$ cat config.mk
export PLATFORM = sky130hd
export DESIGN_NAME = multicycle_decoder
export DESIGN_NICKNAME = d
export VERILOG_FILES = /design/src/rtl/multicycle_decoder_pkg.sv /design/src/rtl/multicycle_decoder_opcode_decode.sv /design/src/rtl/multicycle_decoder.sv
export SDC_FILE = /design/constraint.sdc
export NUM_CORES = 1
export LEC_CHECK = 0
export BUFFER_PORTS_ARGS = -buffer_cell sky130_fd_sc_hd__buf_2
export CORE_MARGIN = 2
export CORE_UTILIZATION = 30
export CTS_BUF_LIST = sky130_fd_sc_hd__clkbuf_8
export DETAILED_ROUTE_END_ITERATION = 10
export PLACE_DENSITY_LB_ADDON = 0.3
export SYNTH_ARGS = -nofsm -noshare
export SYNTH_HDL_FRONTEND = slang
export SYNTH_SLANG_ARGS = --single-unit
$ cat constraint.sdc
create_clock -name clk -period 3.2 [get_ports clk]
set_input_delay 0.16 -clock clk [delete_from_list [all_inputs] [get_ports clk]]
set_output_delay 0.16 -clock clk [all_outputs]
set_load 0.05 [all_outputs]
$ cat src/rtl/multicycle_decoder_pkg.sv
// Shared opcode map, ALU function codes, control FSM states and the static
// decode fields for the multi-cycle instruction decoder.
package multicycle_decoder_pkg;

    // The low three opcode bits double as the ALU function select
    localparam logic [5:0] OP_NOP  = 6'h00;
    localparam logic [5:0] OP_ADD  = 6'h01;
    localparam logic [5:0] OP_SUB  = 6'h02;
    localparam logic [5:0] OP_MLT  = 6'h03;
    localparam logic [5:0] OP_ADDI = 6'h09;
    localparam logic [5:0] OP_SUBI = 6'h0A;
    localparam logic [5:0] OP_MLTI = 6'h0B;
    localparam logic [5:0] OP_BEQ  = 6'h10;
    localparam logic [5:0] OP_JMP  = 6'h11;
    localparam logic [5:0] OP_LD   = 6'h20;
    localparam logic [5:0] OP_ST   = 6'h21;

    localparam logic [2:0] ALU_PASS = 3'd0;
    localparam logic [2:0] ALU_ADD  = 3'd1;
    localparam logic [2:0] ALU_SUB  = 3'd2;
    localparam logic [2:0] ALU_MUL  = 3'd3;

    typedef enum logic [1:0] {
        EXEC     = 2'd0,
        MUL_WAIT = 2'd1,
        IN_WAIT  = 2'd2,
        OUT_WAIT = 2'd3
    } ctrl_state_t;

    typedef struct packed {
        logic arith;
        logic immediate;
        logic is_mul;
        logic is_ld;
        logic is_st;
        logic is_branch;
        logic is_jmp;
        logic illegal;
    } dec_ctrl_t;

endpackage

$ cat src/rtl/multicycle_decoder_opcode_decode.sv
// Pure combinational opcode decode into the static control fields; timing and
// handshaking are layered on top by the control FSM.
module opcode_decode
    import multicycle_decoder_pkg::*;
#(
    parameter int OPCODE_W = 6
) (
    input  logic [OPCODE_W-1:0] opcode,
    output dec_ctrl_t           ctrl
);

    always_comb begin
        ctrl = '0;
        case (opcode)
            OPCODE_W'(OP_NOP): ctrl = '0;
            OPCODE_W'(OP_ADD),
            OPCODE_W'(OP_SUB): ctrl.arith = 1'b1;
            OPCODE_W'(OP_MLT): begin
                ctrl.arith  = 1'b1;
                ctrl.is_mul = 1'b1;
            end
            OPCODE_W'(OP_ADDI),
            OPCODE_W'(OP_SUBI): begin
                ctrl.arith     = 1'b1;
                ctrl.immediate = 1'b1;
            end
            OPCODE_W'(OP_MLTI): begin
                ctrl.arith     = 1'b1;
                ctrl.immediate = 1'b1;
                ctrl.is_mul    = 1'b1;
            end
            OPCODE_W'(OP_BEQ): ctrl.is_branch = 1'b1;
            OPCODE_W'(OP_JMP): ctrl.is_jmp    = 1'b1;
            OPCODE_W'(OP_LD):  ctrl.is_ld     = 1'b1;
            OPCODE_W'(OP_ST):  ctrl.is_st     = 1'b1;
            default:           ctrl.illegal   = 1'b1;
        endcase
    end

endmodule

$ cat src/rtl/multicycle_decoder.sv
// Instruction decoder with a control FSM for multi-cycle multiply and
// valid/ready I/O, a registered zero flag and a sticky illegal-opcode flag.
//
// state    | meaning
// EXEC     | issue current opcode; single-cycle ops complete here
// MUL_WAIT | multiply in flight, down-counter runs to terminal count 0
// IN_WAIT  | LD stalled until in_valid
// OUT_WAIT | ST stalled until out_ready
module multicycle_decoder
    import multicycle_decoder_pkg::*;
#(
    parameter int OPCODE_W   = 6,
    parameter int ALU_FUNC_W = 3,
    parameter int MLT_CYCLES = 4
) (
    input  logic                  clk,
    input  logic                  reset,
    input  logic [OPCODE_W-1:0]   opcode,
    input  logic                  alu_zf,
    input  logic                  in_valid,
    input  logic                  out_ready,
    output logic [ALU_FUNC_W-1:0] alu_func,
    output logic                  pc_en,
    output logic                  pc_rel_branch,
    output logic                  reg_write,
    output logic                  immediate,
    output logic                  read_in,
    output logic                  in_ready,
    output logic                  write_out,
    output logic                  out_valid,
    output logic                  zf,
    output logic                  illegal_op
);

    localparam int CNT_W = (MLT_CYCLES > 1) ? $clog2(MLT_CYCLES) : 1;
    // The EXEC cycle and the terminal-count cycle both count toward latency
    localparam logic [CNT_W-1:0] CNT_LOAD = (MLT_CYCLES > 1) ? CNT_W'(MLT_CYCLES - 2) : '0;
    localparam logic MULTI_CYCLE_MUL = (MLT_CYCLES > 1);

    ctrl_state_t      state_q, state_d;
    logic [CNT_W-1:0] cnt_q, cnt_d;
    logic             zf_q, zf_d;
    logic             illegal_q, illegal_d;
    dec_ctrl_t        dec;

    opcode_decode #(.OPCODE_W(OPCODE_W)) u_opcode_decode (
        .opcode (opcode),
        .ctrl   (dec)
    );

    always_ff @(posedge clk) begin
        if (reset) begin
            state_q   <= EXEC;
            cnt_q     <= '0;
            zf_q      <= 1'b0;
            illegal_q <= 1'b0;
        end else begin
            state_q   <= state_d;
            cnt_q     <= cnt_d;
            zf_q      <= zf_d;
            illegal_q <= illegal_d;
        end
    end

    always_comb begin
        state_d       = state_q;
        cnt_d         = cnt_q;
        illegal_d     = illegal_q;
        alu_func      = '0;
        pc_en         = 1'b0;
        pc_rel_branch = 1'b0;
        reg_write     = 1'b0;
        immediate     = 1'b0;
        read_in       = 1'b0;
        in_ready      = 1'b0;
        write_out     = 1'b0;
        out_valid     = 1'b0;

        if (!reset) begin
            alu_func = opcode[ALU_FUNC_W-1:0];
            case (state_q)
                EXEC: begin
                    immediate = dec.immediate;
                    if (dec.is_mul && MULTI_CYCLE_MUL) begin
                        cnt_d   = CNT_LOAD;
                        state_d = MUL_WAIT;
                    end else if (dec.is_ld) begin
                        read_in = 1'b1;
                        if (in_valid) begin
                            reg_write = 1'b1;
                            in_ready  = 1'b1;
                            pc_en     = 1'b1;
                        end else begin
                            state_d = IN_WAIT;
                        end
                    end else if (dec.is_st) begin
                        out_valid = 1'b1;
                        if (out_ready) begin
                            write_out = 1'b1;
                            pc_en     = 1'b1;
                        end else begin
                            state_d = OUT_WAIT;
                        end
                    end else begin
                        // Unknown opcodes fall through here as a NOP
                        pc_en         = 1'b1;
                        reg_write     = dec.arith;
                        pc_rel_branch = dec.is_jmp | (dec.is_branch & zf_q);
                        illegal_d     = illegal_q | dec.illegal;
                    end
                end
                MUL_WAIT: begin
                    immediate = dec.immediate;
                    if (cnt_q == '0) begin
                        reg_write = 1'b1;
                        pc_en     = 1'b1;
                        state_d   = EXEC;
                    end else begin
                        cnt_d = cnt_q - CNT_W'(1);
                    end
                end
                IN_WAIT: begin
                    read_in = 1'b1;
                    if (in_valid) begin
                        reg_write = 1'b1;
                        in_ready  = 1'b1;
                        pc_en     = 1'b1;
                        state_d   = EXEC;
                    end
                end
                OUT_WAIT: begin
                    out_valid = 1'b1;
                    if (out_ready) begin
                        write_out = 1'b1;
                        pc_en     = 1'b1;
                        state_d   = EXEC;
                    end
                end
                default: state_d = EXEC;
            endcase
        end

        zf_d = (reg_write && !read_in) ? alu_zf : zf_q;
    end

    assign zf         = zf_q & ~reset;
    assign illegal_op = illegal_q & ~reset;

endmodule
Word level (Yosys, flattened, before mapping)
Index checks and enable logic that the tools add are counted.

operators by class
  add/sub/neg operators = 1
  multiply operators = 0
  div/mod/pow operators = 0
  $lt $le $gt $ge = 0
  eq/ne operators = 21
  shift-type cells = 0
  multiplexer cells = 59
  bitwise operators = 9
  reductions and logical operators = 14

operators by type and width
  operator              number
  $mux W1               40
  $mux W2               10
  $eq A6 B4 Y1 const B  3
  $eq A6 B2 Y1 const B  2
  $eq A6 B5 Y1 const B  2
  $eq A6 B6 Y1 const B  2
  $ne A4 B4 Y1 const B  3
  $reduce_or A11 Y1     1
  $ne A2 B2 Y1 const B  5
  $pmux W1 S2           4
  $pmux W2 S4           1
  $eq A6 B1 Y1 const B  1
  $logic_not A6 Y1      1
  $reduce_and A6 Y1     1
  $reduce_or A6 Y1      1
  $eq A2 B2 Y1 const B  2
  $logic_not A2 Y1      2
  $not A1 Y1            4
  $pmux W1 S4           1
  $pmux W2 S2           1
  $reduce_and A4 Y1     1
  $reduce_or A2 Y1      2
  $and A1 B1 Y1         3
  $mux W3               1
  9 further kinds       10

storage, ports and cells
  flip-flop bits (word level) = 6
  latch bits = 0
  bits in writable memories = 0
  memory bits (read-only) = 0
  bits of input ports = 11
  output and inout bits = 13
  word-level logic and storage cells = 108
  memories kept = 0

Logic depth before layout (Yosys ltp)
Gate-level depths: netlist of the first run.

  word-level depth = 9
  depth in mapped cells = 7
  depth with buffers taken out = 7

By module
Synthesis of the first run repeated with hierarchy kept, for this count alone.

second synthesis, totals
  cell total of the unflattened synthesis = 87
  area, all modules = 694.4 µm²

by module, submodules not included
  module              instances  cells an instance  area each (µm²)  seq. area each (µm²)
  multicycle_decoder  1          72                 604.3            120.1
  opcode_decode       1          15                 90.1             0.0

Worst setup path after synthesis of the first run
OpenSTA, ideal clock, no wires.

  path type = register to output
  start = reg state_q[0]
  end = out write_out
  data arrival time = 2.252 ns
  required time = 3.040 ns
  slack = 0.788 ns
  stages on the path, launching flop included = 6
  buffers on the path = 1
  cells stage by stage = dfxtp_1 > inv_1 > ha_1 > clkbuf_2 > a31oi_1 > nor4_1

between the ends
  longest elaborated chain between the ends = 3
  elaborated cells on any way between the ends = 4
  those cells by class = eq/ne (1); mux (2); reduce/logical (1)

ends and longest elaborated chain
  what                                              RTL line                  text
  start: declaration                                multicycle_decoder.sv:40  ctrl_state_t state_q, state_d;
  start signal: assignment                          multicycle_decoder.sv:58  state_q <= state_d;
  $eq A2 B2 Y1 or $logic_not A2 Y1 (tied branches)  multicycle_decoder.sv:81  case (state_q)
  $pmux W1 S2 (*)                                   multicycle_decoder.sv:81
  $mux W1 (*)                                       multicycle_decoder.sv:79  if (!reset) begin
  end: declaration                                  multicycle_decoder.sv:29  output logic write_out,

Mark *: on every way between the ends. The rest lies on a longest branch, timed or not.

Final worst setup path of the first run
  start = reg state_q[0]
  end = out reg_write

between the ends
  longest elaborated chain between the ends = 3
  elaborated cells on any way between the ends = 5
  those cells by class = eq/ne (2); mux (2); reduce/logical (1)

ends and longest elaborated chain
  what                                  RTL line                  text
  $eq A2 B2 Y1 (tied with other cells)  multicycle_decoder.sv:81
  $pmux W1 S3 (*)                       multicycle_decoder.sv:81
  $mux W1 (*)                           multicycle_decoder.sv:79
  end: declaration                      multicycle_decoder.sv:25  output logic reg_write,

Marked as above.

==> flow_summary.toml, run 1 <==
[final_layout]
antenna_cells = 0
syn2layout_area_growth_pct = 24.62
mostFrequentLayoutCells = "buf_2, inv_1, nor3_1"
fin_nets = 124
final_common_cell = "buf_2"
drive_above_1_share_pct = 29.52
layout.cells.non_filler = 132

[critical_path]
critical-path-slowest-cell = "dfxtp_1"
reg2reg_from = "state_q[0]"
critPathMaxFanout = 8
worstSetupEndpointType = "output port"
cpPeakStageDelay_ps = 410
crit_path_end = "reg_write"
crit_type = "reg2out"
r2r_setup_slack_ps = 1250
critPathLaunch = "state_q[0]"
cp.arrival_ps = 1930
path_cells = "inv_1 > ha_1 > o31a_2 > a222oi_1 > nor3_1 > buf_2"
worstRegToRegCells = 6
cp.required_ps = 3040
crit-reg2reg-capture = "zf_q"
start_kind = "flop"

[clock_tree]
cts_root_buf = "clkbuf_8"
clk_pin_slew_ps = 30
htree_levels = 1
postCtsSetupRepairBufs = 0
clk-insertion-delay-late_ps = 220
cts_sinks = 6
clockBufferDepth = 2
cts_inserted_buffers = 3
hold_buffers = 0
ctsResizeCount = 0
cts_tree = "built"

[grt]
grt_max_degree = 19
gr-total-overflow = 0
grt_pass1_vias = 661
antenna_found_initial = 0
grt_pass1_wl_um = 2718
track_usage_pct = 13.62

[power]
clkPwrFrac_pct = 18.1
powerDensity_mw_per_mm2 = 742.2
swShare_pct = 47.05
seq_power_share_pct = 19.5
p_int_w = 0.0003235
p_leak_nw = 0.3605
power.switching_w = 0.0002875
pwr-share-comb_pct = 62.4
ir_drop_mv = 0.2539

[place]
placedCellCount = 129
gp_congestion = 0.7219
dp_hpwl_um = 1238
port_buffers = 23

[route]
drt_pass1_iterations = 4
wl_um = 1572
drtIter0Drc = 19
antenna_left = 0
vias = 665
drc = 0
via_per_inst = 5.038
routedWlPerCell_um = 11.91

[timing]
slew_viol_final = 0
final-hold-violation-count = 0
setup_tns_ps = 0
fmaxAchievable_ghz = 0.4784
relSlewSlack_pct = 76.26
worst_pin_slew_ps = 352.9
min_period_over_period_pct = 65.32
rsz0062_at_grt = "false"
layout_min_cycle_time_ps = 2090
finalClockSkew_ps = 1.109
setup_viol = 0

[synth]
syn-cell-area_um2 = 660.6
netlist-cell-type-count = 35
synthesis.nets = 101
avgSynthCellArea_um2 = 7.865
ys_warn_count = 0
yosys.area.top_type_share_pct = 18.18
synthCells = 84
ys_top_cells_by_area = "dfxtp_1, ha_1, nor2b_1"
ys_ff_latch = 6
synth_area_leader_cell = "dfxtp_1"
yosysSeqAreaShare_pct = 18.18

[floorplanning]
dieArea_mm2 = 0.002593
die_h_um = 50.93
pin_count = 24
rows = 16
coreArea_mm2 = 0.002022
start_util_pct = 32.67
die_x_um = 50.93

[hold_path]
hold_class = "in2reg"
whs_path_depth = 3

[outcome]
status = "complete, no violations"

[job]
max-cap-violations = 0
==> logic make-up after synthesis <==
logic type	synth area share (%)
flip-flops	18.18
buffers and inverters	9.279
AO/OA/AOI/OAI	24.62
adder cells (fa/ha/maj)	11.36
AND/OR/NAND/NOR	31.63
multiplexers	4.924
==> final cells by class <==
type	count	area (um2)
multi-input cells	64	479.2
fillers	214	1199
inverters	9	33.78
clock buffers	3	41.29
flip-flops and latches	6	120.1
repair buffers	23	115.1
well taps	27	33.78
==> worst min path at each step <==
| stage | slack, ps | from | end |
|---|---|---|---|
| final | 290 | alu_zf | zf_q |
| after global routing | 310 | alu_zf | zf_q |
| after CTS | 290 | alu_zf | zf_q |
| after detailed placement | 480 | cnt_q[0] | cnt_q[0] |
| after global placement | 480 | illegal_q | illegal_q |
| after floorplan | 400 | alu_zf | zf_q |
==> power groups by stage <==
stage / Sequential (W) / Clock [W] / Combinational [W]
final: 0.000119 / 0.000111 / 0.000382
after global routing: 0.000122 / 0.000124 / 0.000416
after detailed placement: 0.000118 / 0 / 0.000383
after CTS: 0.000118 / 0.000115 / 0.000384
after global placement: 0.000117 / 0 / 0.000383
after floorplan: 0.000114 / 0 / 0.000314
==> flip-flops by register name (all words and copies together), names as in the netlist <==
register	cells
cnt_q	2
illegal_q	1
state_q	2
zf_q	1
==> cells in the mapped netlist <==
cell type,count
or3b_1,1
inv_1,9
dfxtp_1,6
a222oi_1,2
o31a_2,1
or4_4,1
or2_1,1
clkbuf_1,3
clkbuf_2,1
o21bai_2,1
nand2b_1,2
mux2i_1,1
buf_6,1
o2bb2ai_1,1
or3b_4,1
or4b_1,1
o21ai_1,1
nor3_1,7
o21bai_1,2
nand3_1,1
and2_1,2
nor4_1,2
nor3b_1,1
nor2b_1,6
mux2_1,2
a21oi_1,5
nand2_1,2
o211ai_1,1
a31oi_1,2
a221oi_4,1
nor2_1,6
and4_1,1
a221oi_1,1
o22ai_1,2
ha_1,6
==> worst max-delay path, delay by kind of cell (launching register included) <==
family / cells / cell delay (ps)
buffers and inverters: 2 / 310
adder cells (fa/ha/maj): 1 / 300
AO/OA/AOI/OAI: 2 / 600
flip-flops: 1 / 410
AND/OR/NAND/NOR: 1 / 80
==> routing by layer <==
layer	vias to the layer above	wire length [um]	global-route usage [%]
met5	-	0	0
met4	0	29	8.108
met3	3	79	1.754
met2	19	762	22.73
met1	296	701	16.55
li1	347	-	-
==> metrics by stage <==
stage | instance area [um2] | hold slack, ps | power, W | utilization, % | worst slack, ps
6_report | 823.3 | 287.9 | 0.0006110 | 40.72 | 1110
5_1_grt | 823.3 | 312.9 | 0.0006619 | 40.72 | 1005
4_1_cts | 823.3 | 291.7 | 0.0006170 | 40.72 | 1099
3_5_place_dp | 782.0 | 476.2 | 0.0005012 | 38.68 | 1262
3_3_place_gp | 782.0 | 478.5 | 0.0005001 | 38.68 | 1255
2_1_floorplan | 660.6 | 402.4 | 0.0004273 | - | 787.6
No activity file was read; power rests on OpenSTA's default activity.
==> inputs of run 2 (changes only) <==
clock period = 2 ns   (was 3.2 ns; I/O delays follow)
==> run 2 against run 1 <==
Effect of this change:
- clock power up 61%
- sequential power up 52%
- final cell count up 3.0%
- non-clock buffer count up 4
- largest cell class unchanged
==> flow_summary.toml, run 2 (synthesized netlist as in run 1, its figures left out) <==
[floorplanning]
start_util_pct = 32.67
coreArea_mm2 = 0.002022
die_x_um = 50.93
die_h_um = 50.93
rows = 16
dieArea_mm2 = 0.002593
pin_count = 24

[critical_path]
worstSetupEndpointType = "output port"
crit_type = "reg2out"
critPathBufInv = 3
r2r_setup_slack_ps = 300
start_kind = "flop"
path_cells = "inv_1 > ha_2 > o31a_2 > a222oi_1 > buf_4 > nor3_2 > buf_6"
cp.required_ps = 1900
cp_top_family = "compound AO/OA/AOI/OAI gates"
crit-reg2reg-capture = "zf_q"
cp.arrival_ps = 1770
reg2reg_from = "state_q[1]"
critical-path-slowest-cell = "a222oi_1"
critPathMaxFanout = 5
cpPeakStageDelay_ps = 400
worstRegToRegCells = 6

[final_layout]
multi_input_area_um2 = 498.0
syn2layout_area_growth_pct = 33.14
final_common_cell = "buf_2"
fin_nets = 128
mostFrequentLayoutCells = "buf_2, inv_1, nor2b_1, nor3_1"
antenna_cells = 0
fillers = 228
layout.cells.non_filler = 136
seq_area_um2 = 121.4
postLayoutCoreUtil_pct = 43.50
largest_registers = "cnt_q x2, state_q x2"
drive_above_1_share_pct = 37.61

[clock_tree]
clk-insertion-delay-late_ps = 220
cts_tree = "built"
cts_inserted_buffers = 3
clockBufferDepth = 2
postCtsSetupRepairBufs = 0
hold_buffers = 0
cts_root_buf = "clkbuf_8"
cts_sinks = 6
htree_levels = 1
clk_pin_slew_ps = 40

[timing]
worst_pin_slew_ps = 372.8
final-hold-violation-count = 0
setup_tns_ps = 0
layout_min_cycle_time_ps = 1869
fmaxAchievable_ghz = 0.5351
min_period_over_period_pct = 93.44
relSlewSlack_pct = 74.92
setup_viol = 0
fin_ws_ps = 131.1
rsz0062_at_grt = "false"
slew_viol_final = 0
finalClockSkew_ps = 1.275

[grt]
grt_max_degree = 19
grt_pass1_wl_um = 2622
gr-total-overflow = 0
track_usage_pct = 13.04
antenna_found_initial = 0
grt_pass1_vias = 612

[place]
placedCellCount = 133
port_buffers = 23
place_ws_ps = 157.6
dp_hpwl_um = 1284
gp_congestion = 0.7640

[power]
p_leak_nw = 0.3802
ir_drop_mv = 0.5133
powerDensity_mw_per_mm2 = 1235

[hold_path]
whs_path_depth = 3
hp-start = "alu_zf"
hold_class = "in2reg"
holdPathEnd = "zf_q"

[route]
drt_pass1_iterations = 4
wl_um = 1700
routedWlPerCell_um = 12.50
antenna_left = 0
drtIter0Drc = 23
vias = 715
drc = 0
via_per_inst = 5.257

[outcome]
status = "complete, no violations"

[job]
max-cap-violations = 0
## run 2: cell type report
cell class                      count  share of cell area (%)
Timing Repair Buffer               27                   17.21
Clock buffer                        3                   4.694
Sequential cell                     6                   13.80
Tap cell                           27                   3.841
Inverter                            9                   3.841
Multi-Input combinational cell     64                   56.61
## run 2: stage by stage
stage	cell area (um2)	hold slack (ps)	power [W]
after floorplan	674.4	342.4	0.0006951
after global placement	825.8	434.8	0.0008734
after detailed placement	825.8	456.1	0.0008863
after CTS	867.1	239.1	0.001071
after global routing	879.6	258.5	0.001166
final	879.6	228.7	0.001087
## run 2: timing repair
item / in CTS / in global routing
setup endpoints to repair: 1 / 2
resized for setup: 0 / 6
pin swaps: 1 / 1
gates cloned: 0 / 0
## run 2: worst register-to-register path, stage by stage (launching register included)
cell,delay (ps)
dfxtp_2,360
inv_1,70
ha_2,210
o31a_2,130
a222oi_1,400
nor3b_1,110
mux2_1,320
## run 2: worst max path at each step
stage	end	from	slack, ps	cells after the start
floorplan	out_valid	state_q[0]	30	5
finish	reg_write	state_q[1]	130	7
CTS	reg_write	state_q[1]	0.08	7
detailed placement	state_q[1]	opcode[4]	160	6
global placement	state_q[1]	opcode[4]	190	6
global route	reg_write	state_q[1]	30	7
## run 2: report_power, final
group | total (W) | internal (W) | switching [W]
combinational | 0.000726 | 0.000303 | 0.000423
sequential | 0.000181 | 0.000160 | 0.0000215
clock | 0.000179 | 0.000129 | 0.0000499
total | 0.00109 | 0.000592 | 0.000494
## run 2: layer usage
metal	up-vias	wire [um]	track usage (%)
li1	355	-	-
met1	325	804	17.70
met2	35	752	19.26
met3	0	143	5.848
met4	0	0	1.802
met5	-	0	0
==> inputs of run 3 (changes only) <==
SYNTH_HIERARCHICAL = 1   (was unset)
==> run 3 against run 2 <==
Effect of this change:
- synthesized cell count up 3.6%
- fmax down 4.8%
- register-to-register slack worse by 120 ps
- routed wire length up 12%
- first-iteration DRC count down 43%
- sequential share of layout area down 2.5 points
- clock power up 3%
- flip-flop and latch count unchanged
- global-route usage up 2.8 points
- non-clock buffer count up 9
- count of clock-buffer cells in the layout unchanged
==> flow_summary.toml, run 3 <==
[clock_tree]
hold_buffers = 0
clk-insertion-delay-late_ps = 230
htree_levels = 1
cts_inserted_buffers = 3
clockBufferDepth = 2
clk_pin_slew_ps = 30
cts_tree = "built"
cts_sinks = 6
cts_root_buf = "clkbuf_8"

[final_layout]
final_common_cell = "buf_2"
fillers = 218
mostFrequentLayoutCells = "buf_2, buf_4, inv_1, nor2b_1"
fin_nets = 143
largest_registers = "cnt_q x2, state_q x2"
antenna_cells = 0
drive_above_1_share_pct = 45.16
syn2layout_area_growth_pct = 52.43

[synth]
yosysMostFrequentCell = "nor2_1"
ys_top_cells_by_area = "dfxtp_1, ha_1, nor2b_1"
synth_area_leader_cell = "dfxtp_1"
synthesis.nets = 104
yosys.area.top_type_share_pct = 17.30
synth_edf_count = 0
synth_common_cells = "nor2_1, a21oi_1, inv_1, nor2b_1"
ys_warn_count = 6
yosysSeqAreaShare_pct = 17.30
synth_top_flop_cell = "dfxtp_1"
netlist-cell-type-count = 29
avgSynthCellArea_um2 = 7.982
async_flop_share_pct = 0
syn-cell-area_um2 = 694.4
ys_ff_latch = 6
synthCells = 87

[timing]
fmaxAchievable_ghz = 0.5092
final-hold-violation-count = 0
holdWs_ps = 233.5
min_period_over_period_pct = 98.19
setup_viol = 0
rsz0062_at_grt = "true"
relSlewSlack_pct = 70.47
worst_pin_slew_ps = 443.0
finalClockSkew_ps = 9.167
fin_ws_ps = 36.13
layout_min_cycle_time_ps = 1964
slew_viol_final = 0

[critical_path]
critPathMaxFanout = 5
start_kind = "primary input"
reg2reg_from = "state_q[1]"
critical-path-slowest-cell = "or4b_1"
path_cells = "buf_2 > or4b_1 > nor3_1 > buf_4 > inv_1 > o221ai_1 > a21oi_4 > clkbuf_4"
worstSetupEndpointType = "output port"
cpPeakStageDelay_ps = 560
crit_type = "in2out"
critPathLaunch = "opcode[4]"
cp.required_ps = 1900
cp.arrival_ps = 1860
critPathBufInv = 4
cp_top_family = "simple AND/OR/NAND/NOR gates"

[floorplanning]
dieArea_mm2 = 0.002715
pin_count = 24
coreArea_mm2 = 0.002191
rows = 17
start_util_pct = 31.70
die_h_um = 52.11
die_x_um = 52.11

[route]
via_per_inst = 5.184
wl_um = 1909
antenna_left = 0
drtIter0Drc = 13
drt_pass1_iterations = 4
vias = 788
drc = 0
routedWlPerCell_um = 12.56

[grt]
track_usage_pct = 15.88
antenna_found_initial = 0
grt_pass1_vias = 777
grt_max_degree = 18
grt_pass1_wl_um = 3291
gr-total-overflow = 0

[place]
place_ws_ps = 9.895
port_buffers = 23
gp_congestion = 0.8886
dp_hpwl_um = 1612

[job]
max-cap-violations = 0

[hold_path]
hold_class = "in2reg"
hp-start = "alu_zf"

[power]
powerDensity_mw_per_mm2 = 1370
p_leak_nw = 0.4563
ir_drop_mv = 0.6872

[outcome]
status = "complete, no violations"
run 3: layout make-up:
cell class,instances,area [um2],area share (%)
clock buffer,3,41.29,3.901
inverter,7,26.28,2.482
multi-input combinational,72,608.1,57.45
sequential,6,120.1,11.35
tap,28,35.03,3.310
timing repair buffer,36,227.7,21.51
run 3: kinds of logic (layout without fill, tap and decap cells):
group / count (synthesis) / in the layout / synth area share, %
buffers and inverters: 9 / 46 / 5.946
AOI/OAI and AO/OA: 24 / 24 / 26.49
DFF: 6 / 6 / 17.30
and+or+nand+nor: 41 / 41 / 37.29
adders and majority gates: 6 / 6 / 10.81
muxes: 1 / 1 / 2.162
run 3: tightest hold or removal path, cell delays in order:
cell and delay [ps]:
buf_2 70, nor2b_1 110, mux2_4 140
run 3: path summary, 6_finish.rpt:
| check | to | slack [ps] | cells past startpoint |
|---|---|---|---|
| worst max-delay path | pc_en | 40 | 8 |
| worst min-delay path | zf_q | 230 | 3 |
| worst max register to register | zf_q | 180 | 7 |
| worst min register to register | illegal_q | 480 | 2 |
run 3: metrics by stage:
stage | util (%) | setup TNS [ps] | cell area, um2 | total power (W) | std cells
final | 48.32 | 0 | 1059 | 0.001450 | 152
after floorplan | - | -158.8 | 747.0 | 0.0009280 | 87
after detailed placement | 44.03 | 0 | 964.7 | 0.001180 | 147
after global routing | 48.32 | -27.31 | 1059 | 0.001557 | 152
after global placement | 44.03 | 0 | 964.7 | 0.001158 | 147
after CTS | 46.20 | 0 | 1012 | 0.001384 | 150
run 3: layer usage:
layer	track usage, %	up-vias	part of all wire (%)
li1	-	395	-
met1	19.41	366	46
met2	27.00	23	47
met3	3.161	4	5.4
met4	6.140	0	1.3
met5	0	-	0
run 3: power breakdown:
part           internal [W]  leakage (nW)  switching [W]
Combinational      0.000481         0.385       0.000601
Sequential         0.000164        0.0493      0.0000199
Clock              0.000130        0.0216      0.0000541
Total              0.000775         0.456       0.000675
run 3: repair_timing:
item | 4_1_cts | 5_1_grt
pin swaps | 0 | 1
endpoints found under the setup margin | 1 | 4
resized for setup | 2 | 9
buffers inserted | 0 | 2
